`src/rtl/pwm_peripheral_if.sv`:
```
// pwm_peripheral_if -- register-side bundle of the 16-channel PWM peripheral.
//   en_reg_out_7_0 / en_reg_out_15_8 : per-channel output enable
//   en_reg_pwm_7_0 / en_reg_pwm_15_8 : per-channel PWM mode select
//   pwm_duty_cycle                   : requested duty, 0 = low .. 255 = high
//   out                              : registered channel outputs
//   period_start                     : one-cycle pulse at each period boundary
// slave modport is the peripheral side, master modport the driver side.
interface pwm_peripheral_if;
  logic [7:0]  en_reg_out_7_0;
  logic [7:0]  en_reg_out_15_8;
  logic [7:0]  en_reg_pwm_7_0;
  logic [7:0]  en_reg_pwm_15_8;
  logic [7:0]  pwm_duty_cycle;
  logic [15:0] out;
  logic        period_start;

  modport slave (
    input  en_reg_out_7_0,
    input  en_reg_out_15_8,
    input  en_reg_pwm_7_0,
    input  en_reg_pwm_15_8,
    input  pwm_duty_cycle,
    output out,
    output period_start
  );

  modport master (
    output en_reg_out_7_0,
    output en_reg_out_15_8,
    output en_reg_pwm_7_0,
    output en_reg_pwm_15_8,
    output pwm_duty_cycle,
    input  out,
    input  period_start
  );
endinterface

```
`src/rtl/pwm_peripheral.sv`:
```
// pwm_peripheral -- 16-channel PWM generator with one shared prescaler,
// 8-bit period counter and comparator.
//   clk : system clock, rising edge
//   rst : asynchronous, active-high reset
//   bus : pwm_peripheral_if.slave (enables, duty in; out, period_start out)
// PRESCALE clk cycles form one counter step; a period is 256 steps. The duty
// value is shadowed at the period boundary so mid-period writes only take
// effect from the next period. Enables act on the very next clk edge.
module pwm_peripheral #(
  parameter int unsigned PRESCALE = 13
) (
  input  logic               clk,
  input  logic               rst,
  pwm_peripheral_if.slave    bus
);

  localparam logic [15:0] PRE_LAST = 16'(PRESCALE - 1);

  logic [15:0] pre_cnt;
  logic [7:0]  pwm_cnt;
  logic [7:0]  duty_sh;

  logic        tick_p0;
  logic        wrap_p0;
  logic        pwm_level_p0;
  logic [15:0] en_out_p0;
  logic [15:0] en_pwm_p0;

  logic [15:0] out_p1;
  logic        period_start_p1;

  // 255 is special-cased so the channel never drops for the last step.
  function automatic logic pwm_level(input logic [7:0] cnt, input logic [7:0] duty);
    return (duty == 8'hFF) || (cnt < duty);
  endfunction

  // Stage p0: counter state and enables decoded combinationally.
  always_comb begin
    tick_p0      = (pre_cnt == PRE_LAST);
    wrap_p0      = tick_p0 && (pwm_cnt == 8'hFF);
    pwm_level_p0 = pwm_level(pwm_cnt, duty_sh);
    en_out_p0    = {bus.en_reg_out_15_8, bus.en_reg_out_7_0};
    en_pwm_p0    = {bus.en_reg_pwm_15_8, bus.en_reg_pwm_7_0};
  end

  // Stage p1: registered counters, shadow duty and channel outputs.
  always_ff @(posedge clk or posedge rst) begin
    if (rst) begin
      pre_cnt         <= 16'h0000;
      pwm_cnt         <= 8'h00;
      duty_sh         <= 8'h00;
      out_p1          <= 16'h0000;
      period_start_p1 <= 1'b0;
    end else begin
      if (tick_p0) begin
        pre_cnt <= 16'h0000;
        pwm_cnt <= pwm_cnt + 8'd1;
      end else begin
        pre_cnt <= pre_cnt + 16'd1;
      end
      if (wrap_p0) begin
        duty_sh <= bus.pwm_duty_cycle;
      end
      out_p1          <= en_out_p0 & (~en_pwm_p0 | {16{pwm_level_p0}});
      period_start_p1 <= wrap_p0;
    end
  end

  assign bus.out          = out_p1;
  assign bus.period_start = period_start_p1;

endmodule

```
`src/flat_wrapper.sv`:
```
// flat-port wrapper written by rule: the top's interface ports become plain ports
module pwm_peripheral_flat 
#(
  parameter int unsigned PRESCALE = 13
)
  (clk, rst, bus_en_reg_out_7_0, bus_en_reg_out_15_8, bus_en_reg_pwm_7_0, bus_en_reg_pwm_15_8, bus_pwm_duty_cycle, bus_out, bus_period_start);
  pwm_peripheral_if bus_i ();
  input  logic clk;
  input  logic rst;
  input wire logic [$bits(bus_i.en_reg_out_7_0)-1:0] bus_en_reg_out_7_0;
  input wire logic [$bits(bus_i.en_reg_out_15_8)-1:0] bus_en_reg_out_15_8;
  input wire logic [$bits(bus_i.en_reg_pwm_7_0)-1:0] bus_en_reg_pwm_7_0;
  input wire logic [$bits(bus_i.en_reg_pwm_15_8)-1:0] bus_en_reg_pwm_15_8;
  input wire logic [$bits(bus_i.pwm_duty_cycle)-1:0] bus_pwm_duty_cycle;
  output wire logic [$bits(bus_i.out)-1:0] bus_out;
  output wire logic [$bits(bus_i.period_start)-1:0] bus_period_start;
  assign bus_i.en_reg_out_7_0 = bus_en_reg_out_7_0;
  assign bus_i.en_reg_out_15_8 = bus_en_reg_out_15_8;
  assign bus_i.en_reg_pwm_7_0 = bus_en_reg_pwm_7_0;
  assign bus_i.en_reg_pwm_15_8 = bus_en_reg_pwm_15_8;
  assign bus_i.pwm_duty_cycle = bus_pwm_duty_cycle;
  assign bus_out = bus_i.out;
  assign bus_period_start = bus_i.period_start;
  pwm_peripheral #(.PRESCALE(PRESCALE)) u_core (.clk(clk), .rst(rst), .bus(bus_i));
endmodule
```
`config.mk`:
```
export PLATFORM = sky130hd
export DESIGN_NAME = pwm_peripheral_flat
export DESIGN_NICKNAME = d
export VERILOG_FILES = /design/src/rtl/pwm_peripheral_if.sv /design/src/rtl/pwm_peripheral.sv /design/src/flat_wrapper.sv
export SDC_FILE = /design/constraint.sdc
export NUM_CORES = 1
export LEC_CHECK = 0
export ABC_CLOCK_PERIOD_IN_PS = 5700
export CAP_MARGIN = 0
export CORE_MARGIN = 2
export CORE_UTILIZATION = 32
export DETAILED_ROUTE_END_ITERATION = 10
export HOLD_SLACK_MARGIN = 0.12
export PLACE_DENSITY_LB_ADDON = 0.3
export SLEW_MARGIN = 20
export SYNTH_ARGS = -nofsm -noshare
export SYNTH_HDL_FRONTEND = slang
export SYNTH_SLANG_ARGS = --single-unit
```
`constraint.sdc`:
```
create_clock -name clk -period 5.7 [get_ports clk]
set_input_delay 0.855 -clock clk [delete_from_list [all_inputs] [get_ports clk]]
set_output_delay 0.855 -clock clk [all_outputs]
set_load 0.02 [all_outputs]
```
### Yosys cells after proc, flatten, opt, wreduce, memory -nomap -nowiden

Cells that the tools add are included.

| word-level totals | value |
|---|---|
| register bits | 49 |
| input port bits | 42 |
| word-level logic and storage cells | 17 |
| output and inout port bits | 17 |

| operators by class | value |
|---|---|
| reductions and logical operators | 2 |
| add/subtract/negate cells | 2 |
| bitwise logic cells | 3 |
| muxes and demuxes | 1 |
| eq/ne operators | 3 |
| magnitude comparators | 1 |

Operators with widths:

| operator | count |
|---|---|
| adder 16 x 1 -> 16 bit, second input constant | 1 |
| bitwise AND 16 bit | 1 |
| == test 16 x 4 -> 1 bit, second input constant | 1 |
| == test 8 bit, second input constant | 2 |
| two-way mux 16 bit | 1 |
| NOT 16 bit | 1 |
| bitwise OR 16 bit | 1 |
| adder 8 x 1 -> 8 bit, second input constant | 1 |
| < comparator 8 bit | 1 |
| logical AND 1 bit | 1 |
| logical OR 1 bit | 1 |

### Longest topological paths before layout

Gate-level depths: netlist of run 1.

| logic depth | value |
|---|---|
| word-level depth | 4 |
| depth in mapped cells | 7 |
| depth with buffers taken out | 6 |

### Least setup slack after synthesis of run 1

Ideal clock, no wire load.

| path | value |
|---|---|
| path type | register to register |
| start | register u_core.pre_cnt[0] |
| end | register u_core.duty_sh[0] |
| period minus slack after synthesis | 2.077 ns |
| setup slack | 3.623 ns |
| setup time | 0.125 ns |
| cell stages (with the launch flop) | 7 |
| path buffers | 0 |
| arrival time | 1.952 ns |
| required time | 5.575 ns |
| cell sequence | dfrtp_1 -> inv_1 -> ha_1 -> or4b_1 -> nor4_4 -> nand3_4 -> mux2_2 |

| between the ends | value |
|---|---|
| word-level cells in the longest chain between the ends | 2 |

Ends and longest elaborated chain:

| item | RTL line | text |
|---|---|---|
| start: declaration | pwm_peripheral.sv:19 | `logic [15:0] pre_cnt;` |
| start signal: assignment | pwm_peripheral.sv:59 | `pre_cnt <= pre_cnt + 16'd1;` |
| == test 16 x 4 -> 1 bit | pwm_peripheral.sv:39 | `tick_p0 = (pre_cnt == PRE_LAST);` |
| logical AND 1 bit | pwm_peripheral.sv:40 | `wrap_p0 = tick_p0 && (pwm_cnt == 8'hFF);` |
| end signal: assignment | pwm_peripheral.sv:62 | `duty_sh <= bus.pwm_duty_cycle;` |
| end: declaration | pwm_peripheral.sv:21 | `logic [7:0] duty_sh;` |

Every way passes these cells.
A chain may end at the register's enable or synchronous reset.

### Worst setup path after layout of run 1

| path | value |
|---|---|
| start | register u_core.pre_cnt[0] |
| end | register u_core.duty_sh[2] |

Same word-level chain as after synthesis.

==> results of run 1 <==
==> path summary, 6_finish.rpt <==
| path | startpoint | to | slack (ns) | cells after the start |
|---|---|---|---|---|
| setup reg to reg | u_core.pre_cnt[0]$_DFF_PP0_ | u_core.duty_sh[2]$_DFFE_PP0P_ | 3.07 | 6 |
| hold / removal | u_core.pre_cnt[15]$_DFF_PP0_ | u_core.pre_cnt[15]$_DFF_PP0_ | 0.48 | 1 |
| hold reg to reg | u_core.pre_cnt[15]$_DFF_PP0_ | u_core.pre_cnt[15]$_DFF_PP0_ | 0.48 | 1 |
| setup / recovery | u_core.pre_cnt[0]$_DFF_PP0_ | u_core.duty_sh[2]$_DFFE_PP0P_ | 3.07 | 6 |
| min in group asynchronous | rst | u_core.bus.out[11]$_DFF_PP0_ | 1.01 | 2 |
| max in group asynchronous | rst | u_core.duty_sh[5]$_DFFE_PP0P_ | 4.22 | 2 |
==> area by class of cell <==
cell class,count,area [um2]
Fill cell,634,3720
Clock inverter,1,30.0
Tap cell,80,100
Multi-Input combinational cell,113,868
Timing Repair Buffer,59,588
Clock buffer,7,86.3
Sequential cell,49,1230
Inverter,27,103
==> kinds of logic after synthesis <==
logic type	Yosys count
xor+xnor	20
simple gates	51
fa+ha+maj	10
buf+inv	31
compound gates	22
mux	10
flops	49
==> where the power goes <==
part,switching (uW),internal (uW)
Clock,106,143
Combinational,26.8,41.0
Sequential,3.36,356
Total,136,540
==> worst max-delay path, cell delays in order, from the launching register on <==
cell and delay [ns]:
dfrtp_1 0.42, inv_1 0.07, ha_1 0.13, or4b_1 0.49, nor4_4 0.77, nand3_4 0.28
mux2_2 0.35
==> placed cells by master, fill, tap and decap left out, drive strengths merged, types with 2 or more instances in the layout <==
master,Yosys,final
a21oi,2,2
a31oi,16,16
xor2,8,8
clkbuf,1,7
clkdlybuf4s50,0,58
nand4,5,5
o21a,2,2
inv,27,26
nor4,2,2
nor2,10,10
xnor2,12,12
nand2b,2,2
or4,3,3
dfrtp,49,49
mux2,10,10
ha,10,10
nor3,2,2
nand2,11,11
and3,2,2
nand3,7,7
and4,4,4
==> stage by stage <==
step / hold WS [ns] / worst slack (ns)
global route: 0.515 / 2.82
finish: 0.484 / 3.07
floorplan: 0.433 / 3.62
detailed placement: 0.468 / 3.03
global placement: 0.451 / 3.09
CTS: 0.485 / 3.01
==> state kept, by name, summed over array words and instances (netlist names) <==
| signal | count |
|---|---|
| u_core.pre_cnt | 16 |
| u_core.pwm_cnt | 8 |
| u_core.bus.period_start | 1 |
| u_core.duty_sh | 8 |
| u_core.bus.out | 16 |
==> metal layers <==
layer | up-vias | part of all wire, % | track usage (%)
li1 | 782 | - | -
met1 | 728 | 43 | 14.2
met2 | 32 | 51 | 19.6
met3 | 7 | 4.9 | 3.60
met4 | 0 | 1.8 | 5.26
met5 | - | 0 | 0
==> flow_summary_export.csv, run 1 <==
group,metric,value,unit
floorplan,core,6720,um2
power,power.density,225,nW/um2
floorplan,pin_count,59,
global_routing,first_global_vias,1616,
clock_tree,cts-htree-levels,2,
yosys,synth.area.top_cells,"dfrtp_1, ha_1, mux2_2, xnor2_1, inv_1",
floorplan,die_h,87.1,um
drt,drt_wl_total,4130,um
sta,fin_skew,0.00574,ns
yosys,syn-mean-instance-area,11.4,um2
global_routing,antenna_found_initial,0,
power,cellLeakagePower,0.00136,uW
finish,layout.nets,307,
yosys,synth_nets,245,
clock_tree,cts_made_buffers,5,
clock_tree,post_cts_buffers,0,
sta,max_slew_margin,44.0,%
critical_path,cp.required,5.88,ns
sta,hold_viol_final,0,
yosys,synth_ff_type,"dfrtp_1",
critical_path,startpoint_type,"flop",
outcome,run_status,"completed",
yosys,synth_top_family_by_area,"simple AND/OR/NAND/NOR gates",
critical_path,critPathArrivalTime,2.81,ns
yosys,ys_warn_count,0,
critical_path,end_kind,"flop",
yosys,synth_seq_area_share,55.5,%
critical_path,path_class,"flop to flop",
placed_design,dp_hpwl,3130,um
sta,max_freq,381,MHz
clock_tree,insertion_delay,0.29,ns
global_routing,grt-ovfl-total,0,
drt,final_antenna_net_count,0,
sta,worst-slew-pin-transition,0.833,ns
yosys,synthDistinctLibCells,31,
floorplan,dieArea,7580,um2
finish,final_cells,336,
yosys,ys_seq_elements,49,
placed_design,portBuffers,58,
global_routing,grt_start_max_net_pins,50,
global_routing,grt_pass1_wl,7090,um
placed_design,placedCellCount,328,
clock_tree,cts_resized,0,
placed_design,place.gp.congestion,0.750,
sta,finalSetupViolCount,0,
drt,drc_errors,0,
sta,fin_tns_setup,0,ns
drt,firstDrtPassIters,2,
clock_tree,cts_tree,"done",
sta,slew_viol_final,0,
floorplan,rows,30,
drt,vias,1549,
clock_tree,root_buffer,"clkbuf_8",
sta,rsz0062_at_grt,"no",
yosys,synth-simple-area-share,13.8,%
drt,drtIter0Drc,63,
yosys,synth-adder-area-share,5.67,%
drt,routedWlPerCell,12.3,um
drt,vias_per_cell,4.61,
yosys,netlist_top_cells_count,"dfrtp_1, inv_1, a31oi_1",
yosys,synth.area.mux_share,5.10,%
placed_design,dpl-instance-area,2880,um2
yosys,yosysTopAreaCell,"dfrtp_1",
global_routing,grt.total_usage,11.8,%
critical_path,cp_max_fo,15,
yosys,synth_compound_area_share,6.46,%
yosys,synth_area,2210,um2
sta,fin_crit_sh,46.1,%
worst_hold_path,min_path_type,"flop to flop",
finish,area_growth,35.9,%
yosys,synthXorXnorAreaFrac,7.93,%
power,power,676,uW
yosys,synth_edf_count,0,
clock_tree,clk_path_buf_depth,2,
clock_tree,clock-sinks,49,
run,maxCapViolCount,0,
clock_tree,clkTransAtPathRegs,0.09,ns
yosys,synth_top_area_share,55.5,%
yosys,yosysMostFrequentCell,"dfrtp_1",
finish,stdcell_area,3000,um2
sta,finalCriticalPeriod,2.63,ns
finish,utilization,44.7,%
yosys,synth_cells,193,
yosys,async_flop_share,100,%
floorplan,start_util,32.9,%
power,ir_drop,139,uV
finish,drive_gt1_share,8.98,%
clock_tree,ctsHoldBuffers,0,
floorplan,die_w,87.1,um
finish,diodes,0,
No activity file was read; power rests on OpenSTA's default activity.
==> inputs of run 2 (changes only) <==
--- a/config.mk
+++ b/config.mk
@@ -5,7 +5,7 @@
 export SDC_FILE = /design/constraint.sdc
 export NUM_CORES = 1
 export LEC_CHECK = 0
-export ABC_CLOCK_PERIOD_IN_PS = 5700
+export ABC_CLOCK_PERIOD_IN_PS = 2100
 export CAP_MARGIN = 0
 export CORE_MARGIN = 2
 export CORE_UTILIZATION = 32
==> constraint.sdc (replaced) <==
create_clock -name clk -period 2.1 [get_ports clk]
set_input_delay 0.315 -clock clk [delete_from_list [all_inputs] [get_ports clk]]
set_output_delay 0.315 -clock clk [all_outputs]
set_load 0.02 [all_outputs]
==> run 2 against run 1 <==
  * Hold slack lost 0.30 ns
  * Setup slack lost 3.0 ns
  * Fmax grew 27%
  * Via count grew 5.1%
  * Routed wire length grew 11%
  * Clock skew shrank 0.00080 ns
  * Global-route usage grew 1.3 points
  * Sequential cell count is the same
  * Combinational power grew to 2.8 times the previous value
  * Largest power group unchanged
  * Highest routed layer unchanged
==> flow_summary_export.csv, run 2 (synthesized netlist as in run 1, its figures left out) <==
group,metric,value,unit
outcome,run_status,"completed",
drt,final_antenna_net_count,0,
critical_path,end_kind,"flop",
critical_path,path_class,"flop to flop",
floorplan,start_util,32.9,%
critical_path,cp_max_fo,7,
critical_path,r2r_start,"u_core.pre_cnt[0]$_DFF_PP0_",
clock_tree,clk_path_buf_depth,2,
clock_tree,cts-htree-levels,2,
power,p_sw,388,uW
drt,drt_wl_total,4570,um
critical_path,path_cells,"inv_1 -> ha_2 -> or4b_4 -> nor4_4 -> buf_6 -> buf_6 -> mux2_4",
drt,firstDrtPassIters,4,
clock_tree,root_buffer,"clkbuf_8",
clock_tree,cts_tree,"done",
global_routing,grt-ovfl-total,0,
sta,worst-slew-pin-transition,0.553,ns
clock_tree,cts_made_buffers,5,
run,maxCapViolCount,0,
sta,slew_viol_final,0,
sta,max_slew_margin,63.2,%
floorplan,die_w,87.1,um
floorplan,die_h,87.1,um
global_routing,grt.total_usage,13.2,%
placed_design,portBuffers,58,
sta,max_freq,485,MHz
floorplan,dieArea,7580,um2
critical_path,crit_path_start,"u_core.pre_cnt[0]$_DFF_PP0_",
clock_tree,insertion_delay,0.30,ns
clock_tree,clkTransAtPathRegs,0.09,ns
drt,drtIter0Drc,67,
finish,mostFrequentLayoutCells,"clkdlybuf4s50_1, dfrtp_1, inv_1",
sta,finalSetupViolCount,0,
power,seqPwrFrac,55.2,%
critical_path,path_buf_inv,3,
power,pwr-share-comb,10.6,%
critical_path,cpMostUsedCell,"buf_6",
power,power.density,555,nW/um2
sta,fin_crit_sh,98.1,%
critical_path,startpoint_type,"flop",
power,cellLeakagePower,0.00146,uW
power,clkPwrFrac,34.1,%
worst_hold_path,min_path_type,"primary input to asynchronous set/reset pin",
finish,fill_cells,617,
critical_path,cp.required,2.29,ns
floorplan,core,6720,um2
critical_path,critPathArrivalTime,2.25,ns
drt,routedWlPerCell,12.8,um
global_routing,grt_pass1_wl,7860,um
placed_design,place.gp.congestion,0.751,
power,ir_drop,306,uV
sta,finalCriticalPeriod,2.06,ns
drt,vias_per_cell,4.57,
placed_design,dp_hpwl,3300,um
critical_path,critical_path.slowest_cell,"or4b_4",
global_routing,first_global_vias,1693,
floorplan,pin_count,59,
critical_path,cpLargestDelayFamily,"simple AND/OR/NAND/NOR gates",
floorplan,rows,30,
finish,area_growth,44.0,%
sta,rsz0062_at_grt,"yes",
sta,fin_skew,0.00494,ns
critical_path,max_stage_delay,0.47,ns
global_routing,grt_start_max_net_pins,28,
power,p_int,1380,uW
finish,layout.nets,327,
power,switching_share,22.0,%
finish,utilization,47.3,%
finish,final_cells,356,
sta,hold_viol_final,0,
global_routing,antenna_found_initial,0,
finish,final_common_cell,"clkdlybuf4s50_1",
clock_tree,clock-sinks,49,
finish,drive_gt1_share,17.0,%
finish,diodes,0,
sta,hold_slack,0.183,ns
placed_design,placedCellCount,341,
drt,vias,1628,
drt,drc_errors,0,
power,power,1770,uW
run 2: cell type report:
type / count / area [um2] / share of cell area [%]
clock inverter: 1 / 5.00 / 0.157
timing repair buffer: 78 / 749 / 23.6
inverter: 27 / 101 / 3.19
multi-input combinational: 114 / 902 / 28.4
clock buffer: 7 / 96.3 / 3.03
tap: 80 / 100 / 3.15
sequential: 49 / 1230 / 38.6
run 2: power groups by stage:
stage | Sequential (uW) | Combinational (uW) | Clock, uW
floorplan | 1010 | 45.0 | 0
global placement | 994 | 189 | 0
detailed placement | 995 | 190 | 0
CTS | 976 | 191 | 619
global route | 980 | 206 | 654
finish | 976 | 187 | 603
run 2: timing repair:
action / CTS / global route
resized for setup: 2 / 9
endpoints found under the hold margin: 0 / 0
setup buffers: 4 / 2
pin swaps: 2 / 5
gates cloned: 1 / 0
hold buffers: 0 / 0
setup endpoints to repair: 10 / 17
run 2: stage by stage:
step,cell area (um2),setup slack (ns),TNS (ns)
3_3_place_gp,2980,0.0378,0
3_5_place_dp,2980,-0.0419,-0.0878
5_1_grt,3180,-0.0733,-0.674
2_1_floorplan,2210,0.0232,0
6_report,3180,0.0392,0
4_1_cts,3130,0.0109,0
run 2: path summary, 6_finish.rpt:
kind / end / slack (ns) / depth (start not counted)
max in group asynchronous: u_core.pwm_cnt[5]$_DFFE_PP0N_ / 1.39 / 3
setup reg to reg: u_core.pwm_cnt[1]$_DFFE_PP0N_ / 0.04 / 7
min in group clk: u_core.pre_cnt[15]$_DFF_PP0_ / 0.47 / 1
setup / recovery: u_core.pwm_cnt[1]$_DFFE_PP0N_ / 0.04 / 7
hold / removal: u_core.bus.out[13]$_DFF_PP0_ / 0.18 / 2
hold reg to reg: u_core.pre_cnt[15]$_DFF_PP0_ / 0.47 / 1
run 2: routing by layer:
layer / part of all wire, % / routed length [um] / vias to the layer above / global-route usage [%]
li1: - / - / 827 / -
met1: 48 / 2180 / 764 / 17.8
met2: 47 / 2130 / 31 / 20.4
met3: 4.6 / 210 / 6 / 3.41
met4: 1.2 / 53 / 0 / 4.55
met5: 0 / 0 / - / 0
==> inputs of run 3 (changes only) <==
--- a/config.mk
+++ b/config.mk
@@ -12,6 +12,7 @@
 export DETAILED_ROUTE_END_ITERATION = 10
 export HOLD_SLACK_MARGIN = 0.12
 export PLACE_DENSITY_LB_ADDON = 0.3
+export SETUP_SLACK_MARGIN = 0.15
 export SLEW_MARGIN = 20
 export SYNTH_ARGS = -nofsm -noshare
 export SYNTH_HDL_FRONTEND = slang
==> run 3 against run 2 <==
  * Routed wire length shrank 0.57%
  * Clock skew grew 0.0077 ns
  * Via count grew 1.2%
  * Cell area grew 1.5%
  * First-iteration DRC count grew 75%
  * Die area is the same
  * Cell count shrank 0.28%
  * Register-to-register slack gained 0.02 ns
  * Power shrank 3.7%
  * Critical endpoint is now u_core.duty_sh[5]$_DFFE_PP0P_
==> flow_summary_export.csv, run 3 (synthesized netlist as in run 1, its figures left out) <==
group,metric,value,unit
critical_path,cp_max_fo,5,
global_routing,grt.total_usage,12.7,%
global_routing,grt-ovfl-total,0,
critical_path,end_kind,"flop",
outcome,run_status,"completed",
global_routing,grt_pass1_wl,7510,um
sta,max_slew_margin,65.1,%
sta,hold_viol_final,0,
critical_path,critical_path.slowest_cell,"or4b_4",
power,ir_drop,261,uV
sta,fin_skew,0.0127,ns
clock_tree,clock-sinks,49,
finish,stdcell_area,3230,um2
finish,layout.nets,326,
critical_path,max_stage_delay,0.46,ns
floorplan,dieArea,7580,um2
placed_design,place.gp.congestion,0.709,
drt,vias,1648,
global_routing,grtUsageMet3,3.60,%
floorplan,die_h,87.1,um
clock_tree,cts_tree,"done",
critical_path,startpoint_type,"flop",
floorplan,pin_count,59,
drt,firstDrtPassIters,4,
placed_design,portBuffers,58,
global_routing,gr-usage-met2,18.4,%
sta,finalCriticalPeriod,2.05,ns
critical_path,cp.required,2.29,ns
finish,mostFrequentLayoutCells,"clkdlybuf4s50_1, dfrtp_1, inv_1",
drt,routedWlPerCell,12.8,um
clock_tree,clkTransAtPathRegs,0.09,ns
finish,drive_gt1_share,18.9,%
clock_tree,clk_path_buf_depth,2,
finish,fill_cells,599,
finish,utilization,48.0,%
placed_design,dp_hpwl,3210,um
floorplan,rows,30,
drt,drtIter0Drc,117,
run,maxCapViolCount,0,
power,power.density,527,nW/um2
sta,fin_tns_setup,0,ns
global_routing,grt_start_max_net_pins,50,
sta,slew_viol_final,0,
critical_path,path_class,"flop to flop",
sta,finalSetupViolCount,0,
drt,vias_per_cell,4.64,
power,cellLeakagePower,0.00149,uW
finish,diodes,0,
clock_tree,ctsHoldBuffers,0,
clock_tree,cts-htree-levels,2,
finish,area_growth,46.1,%
sta,fin_crit_sh,97.4,%
worst_hold_path,min_path_type,"primary input to asynchronous set/reset pin",
clock_tree,root_buffer,"clkbuf_8",
critical_path,cpLargestDelayFamily,"simple AND/OR/NAND/NOR gates",
finish,final_common_cell,"clkdlybuf4s50_1",
sta,max_freq,489,MHz
drt,drt_wl_total,4550,um
global_routing,antenna_found_initial,0,
power,power,1700,uW
critical_path,critPathArrivalTime,2.23,ns
critical_path,path_cells,"inv_2 -> ha_4 -> or4b_4 -> nor4_4 -> buf_6 -> nand3_4 -> mux2_4",
floorplan,start_util,32.9,%
global_routing,global_route.usage.met1,17.8,%
clock_tree,cts_made_buffers,5,
drt,drc_errors,0,
sta,worst-slew-pin-transition,0.524,ns
floorplan,core,6720,um2
critical_path,path_buf_inv,2,
clock_tree,insertion_delay,0.30,ns
drt,final_antenna_net_count,0,
global_routing,gr-max-usage-layer,"met2",
placed_design,dpl-instance-area,3010,um2
floorplan,die_w,87.1,um
sta,rsz0062_at_grt,"yes",
global_routing,first_global_vias,1596,
[run 3: cell types whose count changed in the layout (fill, tap and decap cells not counted), sizes merged]
cell    delta
buf        -1
clkinv     +1
clkbuf     -1
[run 3: cell type report]
cell class	count	area (um2)	area share, %
Clock buffer	6	72.6	2.25
Multi-Input combinational cell	114	958	29.7
Timing Repair Buffer	77	758	23.5
Tap cell	80	100	3.10
Sequential cell	49	1230	38.0
Clock inverter	2	10.0	0.310
Inverter	27	101	3.14
[run 3: power by group]
part           leakage, uW  total [uW]  switching (uW)  internal [uW]
registers         0.000609         976            9.73            966
logic             0.000837         193            75.0            118
clock network    0.0000450         531             300            231
[run 3: worst paths after layout]
kind | end | slack [ns] | startpoint | depth (start not counted)
min in group clk | u_core.pre_cnt[6]$_DFF_PP0_ | 0.50 | u_core.pre_cnt[6]$_DFF_PP0_ | 1
hold / removal | u_core.pre_cnt[8]$_DFF_PP0_ | 0.36 | rst | 3
setup reg to reg | u_core.duty_sh[5]$_DFFE_PP0P_ | 0.05 | u_core.pre_cnt[1]$_DFF_PP0_ | 7
setup / recovery | u_core.duty_sh[5]$_DFFE_PP0P_ | 0.05 | u_core.pre_cnt[1]$_DFF_PP0_ | 7
hold reg to reg | u_core.pre_cnt[6]$_DFF_PP0_ | 0.50 | u_core.pre_cnt[6]$_DFF_PP0_ | 1
max in group asynchronous | u_core.duty_sh[6]$_DFFE_PP0P_ | 1.51 | rst | 3
[run 3: routing by layer]
metal | up-vias | routed length (um)
li1 | 820 | -
met1 | 783 | 2160
met2 | 40 | 2070
met3 | 5 | 256
met4 | 0 | 68
met5 | - | 0
[run 3: through the flow]
| stage | hold WS [ns] | worst slack (ns) | std cells |
|---|---|---|---|
| floorplan | 0.408 | 0.0467 | 193 |
| global placement | 0.459 | 0.0240 | 340 |
| detailed placement | 0.486 | -0.0166 | 340 |
| CTS | 0.363 | 0.103 | 354 |
| global route | 0.404 | -0.0198 | 355 |
| finish | 0.357 | 0.0543 | 355 |
[run 3: repair_timing]
action,CTS,global route
setup endpoints to repair,16,33
hold endpoints to repair,0,0
pin swaps,4,4
buffers inserted,5,1
cloned,1,0
gates resized for setup,5,17
[run 3: worst reg2reg max path, stage by stage (launching register included)]
cell     delay [ns]
dfrtp_1        0.40
inv_2          0.07
ha_4           0.12
or4b_4         0.46
nor4_4         0.29
buf_6          0.16
nand3_4        0.12
mux2_4         0.32
